===== src/rtl/paint_pkg.sv =====
// Shared constants for the paint cursor controller: direction bit positions,
// FSM state encoding and the largest brush edge in pixels.
package paint_pkg;

    localparam int DIR_UP    = 0;
    localparam int DIR_DOWN  = 1;
    localparam int DIR_LEFT  = 2;
    localparam int DIR_RIGHT = 3;

    localparam logic [0:0] ST_IDLE  = 1'b0;
    localparam logic [0:0] ST_PAINT = 1'b1;

    localparam int BRUSH_MAX = 4;

endpackage


===== src/rtl/step_tick.sv =====
// Free-running divider producing a registered one-cycle tick every STEP_DIV
// clocks; the tick is high exactly while the count sits at STEP_DIV-1.
module step_tick #(
    parameter int STEP_DIV = 20_000_000
) (
    input  logic clk,
    input  logic rst,
    output logic tick
);

    localparam int CNTW = $clog2(STEP_DIV);
    localparam logic [CNTW-1:0] LAST = CNTW'(STEP_DIV - 1);

    logic [CNTW-1:0] cnt_q;
    logic [CNTW-1:0] cnt_d;
    logic            tick_q;
    logic            tick_d;

    // Next count with wrap at the last step value.
    always_comb begin
        cnt_d  = cnt_q;
        tick_d = 1'b0;
        if (cnt_q == LAST) begin
            cnt_d = {CNTW{1'b0}};
        end else begin
            cnt_d = cnt_q + 1'b1;
        end
        tick_d = (cnt_d == LAST);
    end

    // Counter and tick registers.
    always_ff @(posedge clk or posedge rst) begin
        if (rst) begin
            cnt_q  <= {CNTW{1'b0}};
            tick_q <= 1'b0;
        end else begin
            cnt_q  <= cnt_d;
            tick_q <= tick_d;
        end
    end

    assign tick = tick_q;

endmodule


===== src/rtl/paint_cursor_ctrl.sv =====
// Cursor mover and brush painter: steps the cursor on divider ticks and, with the
// pen down, bursts the square brush footprint out as single-pixel write requests.
module paint_cursor_ctrl
    import paint_pkg::*;
#(
    parameter int XW       = 8,
    parameter int YW       = 8,
    parameter int CW       = 12,
    parameter int STEP_DIV = 20_000_000
) (
    input  logic            clk,
    input  logic            rst,
    input  logic [3:0]      dir,
    input  logic            draw,
    input  logic [CW-1:0]   rgb,
    input  logic [1:0]      brush,
    output logic            we,
    output logic [XW+YW-1:0] waddr,
    output logic [CW-1:0]   wdata,
    input  logic            wready,
    output logic [XW-1:0]   x,
    output logic [YW-1:0]   y,
    output logic            busy
);

    localparam int BIW = $clog2(BRUSH_MAX);
    localparam logic [XW-1:0] X_HOME = {1'b1, {(XW-1){1'b0}}};
    localparam logic [YW-1:0] Y_HOME = {1'b1, {(YW-1){1'b0}}};
    localparam logic [XW-1:0] X_MAX  = {XW{1'b1}};
    localparam logic [YW-1:0] Y_MAX  = {YW{1'b1}};

    logic [0:0]       state_q, state_d;
    logic [XW-1:0]    x_q, x_d;
    logic [YW-1:0]    y_q, y_d;
    logic             pending_q, pending_d;
    logic             draw_q;
    logic [XW-1:0]    x0_q, x0_d;
    logic [YW-1:0]    y0_q, y0_d;
    logic [CW-1:0]    rgb_q, rgb_d;
    logic [BIW-1:0]   brush_q, brush_d;
    logic [BIW-1:0]   i_q, i_d;
    logic [BIW-1:0]   j_q, j_d;
    logic             we_q, we_d;
    logic [XW+YW-1:0] waddr_q, waddr_d;
    logic [CW-1:0]    wdata_q, wdata_d;

    logic             tick_s;
    logic             idle_s;
    logic             enter_s;
    logic             moved_s;
    logic             rise_s;
    logic [XW:0]      px_next_s;
    logic [YW:0]      py_next_s;
    logic [YW-1:0]    py_cur_s;
    logic             col_ok_s;
    logic             row_ok_s;

    step_tick #(.STEP_DIV(STEP_DIV)) u_step_tick (
        .clk  (clk),
        .rst  (rst),
        .tick (tick_s)
    );

    assign idle_s  = (state_q == ST_IDLE);
    assign enter_s = idle_s && pending_q && draw;
    assign rise_s  = draw && !draw_q;

    // Saturating cursor step; opposite directions cancel.
    always_comb begin
        x_d     = x_q;
        y_d     = y_q;
        moved_s = 1'b0;
        if (idle_s && tick_s) begin
            if (dir[DIR_RIGHT] && !dir[DIR_LEFT] && (x_q != X_MAX)) begin
                x_d = x_q + 1'b1;
            end else if (dir[DIR_LEFT] && !dir[DIR_RIGHT] && (x_q != {XW{1'b0}})) begin
                x_d = x_q - 1'b1;
            end else begin
                x_d = x_q;
            end
            if (dir[DIR_UP] && !dir[DIR_DOWN] && (y_q != Y_MAX)) begin
                y_d = y_q + 1'b1;
            end else if (dir[DIR_DOWN] && !dir[DIR_UP] && (y_q != {YW{1'b0}})) begin
                y_d = y_q - 1'b1;
            end else begin
                y_d = y_q;
            end
            moved_s = (x_d != x_q) || (y_d != y_q);
        end else begin
            moved_s = 1'b0;
        end
    end

    // Off-canvas pixels form a suffix of each row and of the column of rows,
    // so one look-ahead per axis finds the next visible pixel without a spare cycle.
    always_comb begin
        px_next_s = {1'b0, x0_q} + (XW+1)'(i_q) + (XW+1)'(1'b1);
        py_next_s = {1'b0, y0_q} + (YW+1)'(j_q) + (YW+1)'(1'b1);
        py_cur_s  = y0_q + YW'(j_q);
        col_ok_s  = (i_q < brush_q) && !px_next_s[XW];
        row_ok_s  = (j_q < brush_q) && !py_next_s[YW];
    end

    // Pending request: a real move or pen-down edge, cleared by burst start or pen-up.
    always_comb begin
        pending_d = pending_q;
        if (!draw) begin
            pending_d = 1'b0;
        end else if (moved_s || rise_s) begin
            pending_d = 1'b1;
        end else if (enter_s) begin
            pending_d = 1'b0;
        end else begin
            pending_d = pending_q;
        end
    end

    // Burst sequencer: latch the brush on entry, then walk it row-major.
    always_comb begin
        state_d = state_q;
        x0_d    = x0_q;
        y0_d    = y0_q;
        rgb_d   = rgb_q;
        brush_d = brush_q;
        i_d     = i_q;
        j_d     = j_q;
        we_d    = we_q;
        waddr_d = waddr_q;
        wdata_d = wdata_q;
        case (state_q)
            ST_IDLE: begin
                if (enter_s) begin
                    state_d = ST_PAINT;
                    x0_d    = x_q;
                    y0_d    = y_q;
                    rgb_d   = rgb;
                    brush_d = brush;
                    i_d     = {BIW{1'b0}};
                    j_d     = {BIW{1'b0}};
                    we_d    = 1'b1;
                    waddr_d = {y_q, x_q};
                    wdata_d = rgb;
                end else begin
                    state_d = ST_IDLE;
                end
            end
            ST_PAINT: begin
                if (we_q && wready) begin
                    if (col_ok_s) begin
                        i_d     = i_q + 1'b1;
                        waddr_d = {py_cur_s, px_next_s[XW-1:0]};
                    end else if (row_ok_s) begin
                        i_d     = {BIW{1'b0}};
                        j_d     = j_q + 1'b1;
                        waddr_d = {py_next_s[YW-1:0], x0_q};
                    end else begin
                        state_d = ST_IDLE;
                        we_d    = 1'b0;
                        waddr_d = {(XW+YW){1'b0}};
                        wdata_d = {CW{1'b0}};
                    end
                end else begin
                    state_d = ST_PAINT;
                end
            end
            default: begin
                state_d = ST_IDLE;
                we_d    = 1'b0;
                waddr_d = {(XW+YW){1'b0}};
                wdata_d = {CW{1'b0}};
            end
        endcase
    end

    // State and output registers.
    always_ff @(posedge clk or posedge rst) begin
        if (rst) begin
            state_q   <= ST_IDLE;
            x_q       <= X_HOME;
            y_q       <= Y_HOME;
            pending_q <= 1'b0;
            draw_q    <= 1'b0;
            x0_q      <= {XW{1'b0}};
            y0_q      <= {YW{1'b0}};
            rgb_q     <= {CW{1'b0}};
            brush_q   <= {BIW{1'b0}};
            i_q       <= {BIW{1'b0}};
            j_q       <= {BIW{1'b0}};
            we_q      <= 1'b0;
            waddr_q   <= {(XW+YW){1'b0}};
            wdata_q   <= {CW{1'b0}};
        end else begin
            state_q   <= state_d;
            x_q       <= x_d;
            y_q       <= y_d;
            pending_q <= pending_d;
            draw_q    <= draw;
            x0_q      <= x0_d;
            y0_q      <= y0_d;
            rgb_q     <= rgb_d;
            brush_q   <= brush_d;
            i_q       <= i_d;
            j_q       <= j_d;
            we_q      <= we_d;
            waddr_q   <= waddr_d;
            wdata_q   <= wdata_d;
        end
    end

    assign we    = we_q;
    assign waddr = waddr_q;
    assign wdata = wdata_q;
    assign x     = x_q;
    assign y     = y_q;
    assign busy  = (state_q == ST_PAINT);

endmodule


===== config.mk =====
export PLATFORM = sky130hd
export DESIGN_NAME = paint_cursor_ctrl
export DESIGN_NICKNAME = d
export VERILOG_FILES = /design/src/rtl/paint_pkg.sv /design/src/rtl/step_tick.sv /design/src/rtl/paint_cursor_ctrl.sv
export SDC_FILE = /design/constraint.sdc
export NUM_CORES = 1
export LEC_CHECK = 0
export ABC_CLOCK_PERIOD_IN_PS = 4200
export CAP_MARGIN = 40
export CORE_MARGIN = 3
export CORE_UTILIZATION = 35
export DETAILED_ROUTE_END_ITERATION = 6
export GPL_ROUTABILITY_DRIVEN = 0
export PLACE_DENSITY = 0.58
export SYNTH_ARGS = -nofsm -noshare
export SYNTH_HDL_FRONTEND = slang
export SYNTH_HIERARCHICAL = 1
export SYNTH_SLANG_ARGS = --single-unit

===== constraint.sdc =====
create_clock -name clk -period 4.2 [get_ports clk]
set_input_delay 0.42 -clock clk [delete_from_list [all_inputs] [get_ports clk]]
set_output_delay 0.42 -clock clk [all_outputs]
set_load 0.02 [all_outputs]

==> impl_results.html, run 1 <==
<table>
<tr><th>Metric</th><th>Value</th></tr>
<tr><th colspan="2">Synthesis</th></tr>
<tr><td>Area fraction in and, or, nand and nor cells after synthesis</td><td>a little under a quarter</td></tr>
<tr><td>Dominant combinational cell family by area after synthesis</td><td>simple AND/OR/NAND/NOR gates</td></tr>
<tr><td>Most frequent cell after synthesis</td><td>sky130_fd_sc_hd__dfrtp_1</td></tr>
<tr><td>Top_reg_cell synth</td><td>sky130_fd_sc_hd__dfrtp_1</td></tr>
<tr><td>Area fraction in compound gates after synthesis</td><td>17.8%</td></tr>
<tr><td>Average instance area after synthesis</td><td>between 9 and 10 um2</td></tr>
<tr><td>Instance count of the mapped netlist</td><td>a little under 600</td></tr>
<tr><td>Leading area contributor after synthesis</td><td>sky130_fd_sc_hd__dfrtp_1</td></tr>
<tr><td>Mapped Nets</td><td>between 600 and 700</td></tr>
<tr><td>Share of synthesized cell area in full adder, half adder and majority cells</td><td>around 4.2%</td></tr>
<tr><td>Synthesized area</td><td>approximately 5600 um2</td></tr>
<tr><td>Cell variety after synth</td><td>76</td></tr>
<tr><td>Most used standard cells in the synthesized netlist</td><td>94 x sky130_fd_sc_hd__dfrtp_1, 69 x sky130_fd_sc_hd__nand2_1, 34 x sky130_fd_sc_hd__o21ai_0</td></tr>
<tr><td>Proportion of synthesized area in mux cells</td><td>less than 1%</td></tr>
<tr><td>Share of async-settable or async-resettable flops after synthesis</td><td>100%</td></tr>
<tr><td>Sequential fraction of the synthesis area</td><td>42.7%</td></tr>
<tr><td>Yosys top cell area share</td><td>41.8%</td></tr>
<tr><td>Cell types with the largest area share after synthesis</td><td>sky130_fd_sc_hd__dfrtp_1 42%, sky130_fd_sc_hd__nand2_1 4.6%, sky130_fd_sc_hd__xor2_1 3.4%, sky130_fd_sc_hd__ha_1 3.1%, sky130_fd_sc_hd__o21ai_0 3.0%</td></tr>
<tr><td>Syn. warnings</td><td>6</td></tr>
<tr><td>Xor-xnor portion of the synthesized cell area</td><td>6.38%</td></tr>
<tr><td>Number of enable flip-flop cells after synthesis</td><td>0</td></tr>
<tr><td>Post-synthesis sequential element count</td><td>96</td></tr>
<tr><th colspan="2">Critical path</th></tr>
<tr><td>Crit path capture type</td><td>register</td></tr>
<tr><td>Data required time at the worst endpoint</td><td>~4.5 ns</td></tr>
<tr><td>CP Cell Sequence</td><td>inv_1 &gt; ha_1 &gt; inv_1 &gt; fa_1 &gt; and3_4 &gt; a221o_1 &gt; o21ai_1 &gt; o21ai_0 &gt; a31o_2</td></tr>
<tr><td>Classification of the worst setup path</td><td>reg2reg</td></tr>
<tr><td>Largest driver fanout on the critical path</td><td>19</td></tr>
<tr><td>Crit path launch type</td><td>register</td></tr>
<tr><td>Largest stage delay, worst path</td><td>~0.59 ns</td></tr>
<tr><td>Top cell by count, worst path</td><td>sky130_fd_sc_hd__inv_1</td></tr>
<tr><td>Cell with the largest stage delay on the worst path</td><td>sky130_fd_sc_hd__a221o_1</td></tr>
<tr><td>Worst Path Arrival</td><td>approximately 3.2 ns</td></tr>
<tr><th colspan="2">Hold path</th></tr>
<tr><td>Worst min-delay path class</td><td>reg2reg</td></tr>
<tr><th colspan="2">Global routing</th></tr>
<tr><td>Grt ovf</td><td>0</td></tr>
<tr><td>Wire length of the first global-routing pass</td><td>24,000 um</td></tr>
<tr><td>Vias in the first global route</td><td>approximately 4,600</td></tr>
<tr><td>Largest net degree at the start of global routing</td><td>between 40 and 50</td></tr>
<tr><td>Number of antenna violations at the first check in global routing</td><td>0</td></tr>
<tr><td>Global routing usage summed across all routing layers</td><td>16.7%</td></tr>
<tr><th colspan="2">Floorplanning</th></tr>
<tr><td>Die extent in x</td><td>roughly 130 um</td></tr>
<tr><td>Area of the core</td><td>between 15,000 and 20,000 um2</td></tr>
<tr><td>Die Ht</td><td>around 130 um</td></tr>
<tr><td>Initial Util</td><td>between 30% and 40%</td></tr>
<tr><td>Die area</td><td>between 15,000 and 20,000 um2</td></tr>
<tr><td>I/O pin count</td><td>68</td></tr>
<tr><td>Site row count</td><td>45</td></tr>
<tr><th colspan="2">Final layout</th></tr>
<tr><td>Count of nets after finishing</td><td>a little under 700</td></tr>
<tr><td>Layout fillers</td><td>approximately 1,500</td></tr>
<tr><td>Area growth from synthesis to final layout</td><td>19.6%</td></tr>
<tr><td>Finished Core Util</td><td>between 40% and 50%</td></tr>
<tr><td>Ant. Diodes</td><td>0</td></tr>
<tr><td>Fraction of layout instances using a drive strength above 1</td><td>8.47%</td></tr>
<tr><th colspan="2">Drt</th></tr>
<tr><td>Via total after detailed routing</td><td>4,709</td></tr>
<tr><td>Post-detailed-route via-to-cell ratio</td><td>about 5.5</td></tr>
<tr><td>Final ANT Viol Nets</td><td>0</td></tr>
<tr><td>Pre-antenna DRT Iters</td><td>5</td></tr>
<tr><td>First-iteration detailed-routing DRC count</td><td>279</td></tr>
<tr><td>Wire per inst</td><td>roughly 17 um</td></tr>
<tr><td>Post-route DRC</td><td>0</td></tr>
<tr><td>Total Routed Length</td><td>14,300 um</td></tr>
<tr><th colspan="2">Clock tree</th></tr>
<tr><td>CTS Hold Buffers Added</td><td>0</td></tr>
<tr><td>Number of levels the H-tree was split into</td><td>3</td></tr>
<tr><td>Number of buffers on the longest clock path</td><td>2</td></tr>
<tr><td>Clk sinks</td><td>96</td></tr>
<tr><td>Clock latency reported for the late side of the worst-skew pair</td><td>approximately 0.36 ns</td></tr>
<tr><td>Total clock buffers created by CTS</td><td>9</td></tr>
<tr><td>Number of setup buffers added after CTS</td><td>0</td></tr>
<tr><td>Clock input transition at the sequential cells of the worst setup and hold paths</td><td>0.07 ns</td></tr>
<tr><td>Number of instances resized during post-cts repair</td><td>0</td></tr>
<tr><td>CTS tree</td><td>yes</td></tr>
<tr><td>Buffer cell driving the clock tree root</td><td>sky130_fd_sc_hd__clkbuf_16</td></tr>
<tr><th colspan="2">Timing</th></tr>
<tr><td>Share of the clock period used by the worst path after layout</td><td>between 70 and 80%</td></tr>
<tr><td>Final number of max-transition violations</td><td>0</td></tr>
<tr><td>Relative slew margins</td><td>between 40% and 50%</td></tr>
<tr><td>Post-route minimum period</td><td>slightly below 3 ns</td></tr>
<tr><td>F_max</td><td>0.340 GHz</td></tr>
<tr><td>Setup violators final</td><td>0</td></tr>
<tr><td>Setup repair after global routing missed its margin</td><td>no</td></tr>
<tr><td>Final hold violations</td><td>0</td></tr>
<tr><td>Post-route clock skew</td><td>between 0.01 and 0.015 ns</td></tr>
<tr><td>Slew at the pin closest to its max-slew limit</td><td>between 0.7 and 0.8 ns</td></tr>
<tr><td>Setup total negative slack</td><td>0 ns</td></tr>
<tr><th colspan="2">Power</th></tr>
<tr><td>Areal power density over the cells</td><td>512 nW/um2</td></tr>
<tr><td>Share of total power in the clock network</td><td>a little under a quarter</td></tr>
<tr><td>Leakage power of the design</td><td>0.00282 uW</td></tr>
<tr><td>Share of total power in combinational logic</td><td>between 40% and 50%</td></tr>
<tr><td>Total net switching power</td><td>between 1000 and 1500 uW</td></tr>
<tr><td>Internal Dissipation</td><td>2080 uW</td></tr>
<tr><td>Sequential cell fraction of total power</td><td>a little under two fifths</td></tr>
<tr><td>Sw Ratio</td><td>39.5%</td></tr>
<tr><td>Worst supply voltage drop on vdd</td><td>about 0.00023 V</td></tr>
<tr><th colspan="2">Place</th></tr>
<tr><td>Buffers added on ports</td><td>67</td></tr>
<tr><td>Placed wire-length estimate</td><td>just over 10,000 um</td></tr>
<tr><th colspan="2">Outcome</th></tr>
<tr><td>Status</td><td>finished, final reports clean</td></tr>
<tr><th colspan="2">Flow run</th></tr>
<tr><td>Max capacitance violation total</td><td>0</td></tr>
</table>
[critical path: cells and delay by family (launching register included)]
kind / cells / cell delay (ns)
compound gates: 4 / 1.45
fa+ha+maj: 2 / 0.60
buf+inv: 2 / 0.13
flops: 1 / 0.42
simple gates: 1 / 0.23
[per-layer routing]
| metal | GRT usage [%] | wire, um | vias to the layer above |
|---|---|---|---|
| met5 | 0 | 0 | - |
| met2 | 28.8 | 7240 | 119 |
| met4 | 5.31 | 291 | 0 |
| met3 | 3.88 | 631 | 21 |
| li1 | - | - | 2264 |
| met1 | 20.7 | 6150 | 2305 |
[cell families (layout without fill, tap and decap cells)]
group,Yosys count,after routing
simple gates,238,238
compound gates,144,144
flops,96,96
buf+inv,55,112
xor+xnor,41,41
fa+ha+maj,17,17
mux,1,1
[cell type report]
type	instances	area (um2)	area share [%]
flip-flops and latches	96	2400	35.7
well taps	211	264	3.92
clock inverters	7	63.8	0.948
inverters	22	82.6	1.23
clock buffers	9	225	3.35
multi-input cells	441	2960	43.9
repair buffers	74	731	10.9
[power by group through the flow]
stage               Combinational [uW]  Sequential [uW]  Clock [uW]
floorplan                          816             1340           0
global placement                  1350             1280           0
detailed placement                1370             1280           0
CTS                               1380             1260         831
global route                      1520             1290         875
finish                            1380             1260         802
[flip-flops by register name (all words and copies together), names as in the netlist]
register	cells
brush_q	2
busy	1
draw_q	1
i_q	2
j_q	2
pending_q	1
u_step_tick/cnt_q	25
u_step_tick/tick	1
waddr	16
wdata	12
we	1
x	8
x0_q	8
y	8
y0_q	8
[through the flow]
stage / instances / area [um2] / setup WS (ns) / hold slack, ns / power, uW
after global routing: 860 / 6730 / 1.06 / 0.454 / 3680
after floorplan: 592 / 5630 / 1.78 / 0.399 / 2160
final: 860 / 6730 / 1.26 / 0.427 / 3440
after detailed placement: 843 / 6430 / 1.26 / 0.422 / 2650
after global placement: 841 / 6410 / 1.33 / 0.415 / 2620
after CTS: 859 / 6720 / 1.23 / 0.435 / 3480
[final timing paths]
check	endpoint	slack (ns)	depth (start not counted)	from
setup / recovery	i_q[1]	1.26	9	i_q[0]
hold / removal	pending_q	0.43	1	draw_q
setup reg to reg	i_q[1]	1.26	9	i_q[0]
hold reg to reg	pending_q	0.43	1	draw_q
max in group asynchronous	x0_q[6]	2.72	3	rst
min in group asynchronous	u_step_tick/cnt_q[23]	0.45	2	rst
[cell usage in the layout, fill, tap and decap left out, types with 5 or more instances in the layout]
cell type and n:
sky130_fd_sc_hd__o21ai_0 34, sky130_fd_sc_hd__nor2_1 30, sky130_fd_sc_hd__xor2_1 22, sky130_fd_sc_hd__or3_1 5
sky130_fd_sc_hd__nand2b_1 5, sky130_fd_sc_hd__dfrtp_1 94, sky130_fd_sc_hd__o211ai_1 8, sky130_fd_sc_hd__nor3b_1 5
sky130_fd_sc_hd__and3_1 13, sky130_fd_sc_hd__a21oi_1 28, sky130_fd_sc_hd__nor4_1 8, sky130_fd_sc_hd__clkdlybuf4s50_1 67
sky130_fd_sc_hd__a22o_1 12, sky130_fd_sc_hd__nand2_1 69, sky130_fd_sc_hd__a31oi_1 10, sky130_fd_sc_hd__clkbuf_16 9
sky130_fd_sc_hd__buf_4 6, sky130_fd_sc_hd__inv_1 21, sky130_fd_sc_hd__xnor2_1 19, sky130_fd_sc_hd__nor3_1 13
sky130_fd_sc_hd__o22ai_1 9, sky130_fd_sc_hd__nand3_1 25, sky130_fd_sc_hd__ha_1 14, sky130_fd_sc_hd__or4_1 5
sky130_fd_sc_hd__nor2b_1 10, sky130_fd_sc_hd__nand4_1 13
(Power assumes the default switching activity.)
==> inputs of run 2 (changes only) <==
--- a/config.mk
+++ b/config.mk
@@ -5,13 +5,13 @@
 export SDC_FILE = /design/constraint.sdc
 export NUM_CORES = 1
 export LEC_CHECK = 0
-export ABC_CLOCK_PERIOD_IN_PS = 4200
+export ABC_CLOCK_PERIOD_IN_PS = 2500
 export CAP_MARGIN = 40
 export CORE_MARGIN = 3
 export CORE_UTILIZATION = 35
 export DETAILED_ROUTE_END_ITERATION = 6
 export GPL_ROUTABILITY_DRIVEN = 0
-export PLACE_DENSITY = 0.58
+export PLACE_DENSITY = 0.6
 export SYNTH_ARGS = -nofsm -noshare
 export SYNTH_HDL_FRONTEND = slang
 export SYNTH_HIERARCHICAL = 1
==> constraint.sdc (replaced) <==
create_clock -name clk -period 2.5 [get_ports clk]
set_input_delay 0.25 -clock clk [delete_from_list [all_inputs] [get_ports clk]]
set_output_delay 0.25 -clock clk [all_outputs]
set_load 0.02 [all_outputs]
==> impl_results.html, run 2 (same netlist as run 1, synthesis figures left out) <==
<table>
<tr><th>Metric</th><th>Value</th></tr>
<tr><th colspan="2">Clock tree</th></tr>
<tr><td>Buffer cell driving the clock tree root</td><td>sky130_fd_sc_hd__clkbuf_16 (unchanged)</td></tr>
<tr><td>CTS tree</td><td>yes (unchanged)</td></tr>
<tr><td>Number of levels the H-tree was split into</td><td>3 (unchanged)</td></tr>
<tr><td>Number of buffers on the longest clock path</td><td>2 (unchanged)</td></tr>
<tr><td>Total clock buffers created by CTS</td><td>9 (unchanged)</td></tr>
<tr><td>Clock input transition at the sequential cells of the worst setup and hold paths</td><td>0.07 ns (about the same)</td></tr>
<tr><td>Clk sinks</td><td>96 (unchanged)</td></tr>
<tr><td>Clock latency reported for the late side of the worst-skew pair</td><td>0.36 ns (about the same)</td></tr>
<tr><th colspan="2">Critical path</th></tr>
<tr><td>Crit path capture type</td><td>register (unchanged)</td></tr>
<tr><td>Largest driver fanout on the critical path</td><td>5 (was 19)</td></tr>
<tr><td>Classification of the worst setup path</td><td>reg2reg (unchanged)</td></tr>
<tr><td>Data required time at the worst endpoint</td><td>2.78 ns (was 4.45 ns)</td></tr>
<tr><td>Crit Reg-Reg Startpoint</td><td>x0_q[0] (was i_q[0])</td></tr>
<tr><td>Worst Path Arrival</td><td>2.70 ns (was 3.19 ns)</td></tr>
<tr><td>Crit path launch type</td><td>register (unchanged)</td></tr>
<tr><td>Worst setup path start</td><td>x0_q[0] (was i_q[0])</td></tr>
<tr><th colspan="2">Drt</th></tr>
<tr><td>Total Routed Length</td><td>15,000 um (was 14,300 um)</td></tr>
<tr><td>Final ANT Viol Nets</td><td>0 (unchanged)</td></tr>
<tr><td>Post-detailed-route via-to-cell ratio</td><td>5.45 (was 5.48)</td></tr>
<tr><td>Wire per inst</td><td>16.9 um (was 16.6 um)</td></tr>
<tr><td>First-iteration detailed-routing DRC count</td><td>275 (was 279)</td></tr>
<tr><td>Post-route DRC</td><td>0 (unchanged)</td></tr>
<tr><td>Via total after detailed routing</td><td>4,832 (was 4,709)</td></tr>
<tr><td>Pre-antenna DRT Iters</td><td>5 (unchanged)</td></tr>
<tr><th colspan="2">Place</th></tr>
<tr><td># placed instances</td><td>868 (was 843)</td></tr>
<tr><td>Placement-stage cell area</td><td>6620 um2 (was 6430 um2)</td></tr>
<tr><td>Placed wire-length estimate</td><td>10,600 um (was 10,400 um)</td></tr>
<tr><td>Buffers added on ports</td><td>67 (unchanged)</td></tr>
<tr><th colspan="2">Final layout</th></tr>
<tr><td>Area growth from synthesis to final layout</td><td>24.1% (was 19.6%)</td></tr>
<tr><td>Most frequent standard cell in the layout excluding fill and tap cells</td><td>sky130_fd_sc_hd__dfrtp_1 (unchanged)</td></tr>
<tr><td>Non-Filler Instances</td><td>886 (was 860)</td></tr>
<tr><td>Fraction of layout instances using a drive strength above 1</td><td>13.2% (was 8.47%)</td></tr>
<tr><td>Count of nets after finishing</td><td>709 (was 683)</td></tr>
<tr><td>Ant. Diodes</td><td>0 (unchanged)</td></tr>
<tr><td>Register ranked first by flip-flop count</td><td>u_step_tick/cnt_q (unchanged)</td></tr>
<tr><td>Max reg flops</td><td>25 (unchanged)</td></tr>
<tr><td>Commonest cells after routing, fill and taps aside</td><td>94 x sky130_fd_sc_hd__dfrtp_1, 69 x sky130_fd_sc_hd__nand2_1, 67 x sky130_fd_sc_hd__clkdlybuf4s50_1 (unchanged)</td></tr>
<tr><td>Non-Filler Cell Area, Final</td><td>6980 um2 (was 6730 um2)</td></tr>
<tr><th colspan="2">Outcome</th></tr>
<tr><td>Status</td><td>finished, final reports clean (unchanged)</td></tr>
<tr><th colspan="2">Global routing</th></tr>
<tr><td>Global routing usage summed across all routing layers</td><td>17.4% (was 16.7%)</td></tr>
<tr><td>Wire length of the first global-routing pass</td><td>25,100 um (was 24,000 um)</td></tr>
<tr><td>Largest net degree at the start of global routing</td><td>71 (was 44)</td></tr>
<tr><td>Number of antenna violations at the first check in global routing</td><td>0 (unchanged)</td></tr>
<tr><td>Vias in the first global route</td><td>4,971 (was 4,626)</td></tr>
<tr><td>Grt ovf</td><td>0 (unchanged)</td></tr>
<tr><th colspan="2">Timing</th></tr>
<tr><td>Final hold violations</td><td>0 (unchanged)</td></tr>
<tr><td>Setup repair after global routing missed its margin</td><td>no (unchanged)</td></tr>
<tr><td>Share of the clock period used by the worst path after layout</td><td>96.9% (was 70.1%)</td></tr>
<tr><td>Slew at the pin closest to its max-slew limit</td><td>0.506 ns (was 0.770 ns)</td></tr>
<tr><td>Relative slew margins</td><td>66.2% (was 48.2%)</td></tr>
<tr><td>Post-route minimum period</td><td>2.42 ns (was 2.94 ns)</td></tr>
<tr><td>F_max</td><td>0.413 GHz (was 0.340 GHz)</td></tr>
<tr><td>Setup total negative slack</td><td>0 ns (unchanged)</td></tr>
<tr><td>Post-route clock skew</td><td>0.0123 ns (was 0.0101 ns)</td></tr>
<tr><td>Final number of max-transition violations</td><td>0 (unchanged)</td></tr>
<tr><td>Setup violators final</td><td>0 (unchanged)</td></tr>
<tr><th colspan="2">Hold path</th></tr>
<tr><td>Worst min-delay path class</td><td>in2async (was reg2reg)</td></tr>
<tr><th colspan="2">Power</th></tr>
<tr><td>Worst supply voltage drop on vdd</td><td>0.000461 V (was 0.000227 V)</td></tr>
<tr><td>Areal power density over the cells</td><td>898 nW/um2 (was 512 nW/um2)</td></tr>
<tr><td>Leakage power of the design</td><td>0.00295 uW (was 0.00282 uW)</td></tr>
<tr><th colspan="2">Floorplanning</th></tr>
<tr><td>Die Ht</td><td>133 um (unchanged)</td></tr>
<tr><td>Die area</td><td>17,600 um2 (unchanged)</td></tr>
<tr><td>Area of the core</td><td>15,500 um2 (unchanged)</td></tr>
<tr><td>Site row count</td><td>45 (unchanged)</td></tr>
<tr><td>Die extent in x</td><td>133 um (unchanged)</td></tr>
<tr><td>Initial Util</td><td>36.3% (unchanged)</td></tr>
<tr><td>I/O pin count</td><td>68 (unchanged)</td></tr>
<tr><th colspan="2">Flow run</th></tr>
<tr><td>Max capacitance violation total</td><td>0 (unchanged)</td></tr>
</table>
==> run 2: final cells by class <==
| cell class | instances | area (um2) |
|---|---|---|
| clock buffer | 11 | 243 |
| clock inverter | 5 | 38.8 |
| fill | 1484 | 8500 |
| inverter | 22 | 82.6 |
| multi-input combinational | 442 | 3020 |
| sequential | 96 | 2400 |
| tap | 211 | 264 |
| timing repair buffer | 99 | 927 |
==> run 2: final timing paths <==
check	end	slack, ns	depth (start not counted)
setup / recovery	waddr[4]	0.08	8
hold / removal	u_step_tick/cnt_q[4]	0.31	3
setup reg to reg	waddr[4]	0.08	8
hold reg to reg	pending_q	0.42	1
max in group asynchronous	x[7]	1.83	3
min in group clk	pending_q	0.42	1
==> run 2: power by group <==
group / leakage [uW] / switching (uW) / internal, uW
clock: 0.000137 / 639 / 710
sequential: 0.00124 / 251 / 1830
combinational: 0.00158 / 1550 / 1280
==> run 2: worst max-delay path: stages, from the launching register on <==
cell and delay [ns]:
sky130_fd_sc_hd__dfrtp_1 0.38, sky130_fd_sc_hd__inv_1 0.07, sky130_fd_sc_hd__ha_2 0.18, sky130_fd_sc_hd__inv_1 0.05, sky130_fd_sc_hd__fa_2 0.34, sky130_fd_sc_hd__and3_4 0.21
sky130_fd_sc_hd__a221o_2 0.45, sky130_fd_sc_hd__or4b_4 0.51, sky130_fd_sc_hd__a31oi_2 0.14
==> run 2: what timing repair did <==
action	4_1_cts	5_1_grt
hold buffers	0	0
gates cloned	1	0
pin swaps	1	5
setup endpoints to repair	24	21
setup buffers	1	0
gates resized for setup	3	10
==> run 2: through the flow <==
step                      utilization (%)  power [uW]  hold slack [ns]  setup slack, ns
after floorplan                         -        3620            0.281           0.0758
final                                45.1        6260            0.309           0.0769
after global placement               42.7        4710            0.415          -0.0630
after CTS                            44.8        6200            0.324           0.0245
after detailed placement             42.8        4750            0.416           -0.180
after global routing                 45.1        6650            0.356          0.00364
==> run 2: per-layer routing <==
| metal | share of wire, % | vias up | track usage, % |
|---|---|---|---|
| met4 | 2.2 | 0 | 7.51 |
| met3 | 3.7 | 29 | 3.16 |
| met5 | 0 | - | 0 |
| li1 | - | 2324 | - |
| met1 | 43 | 2364 | 21.3 |
| met2 | 51 | 115 | 30.2 |
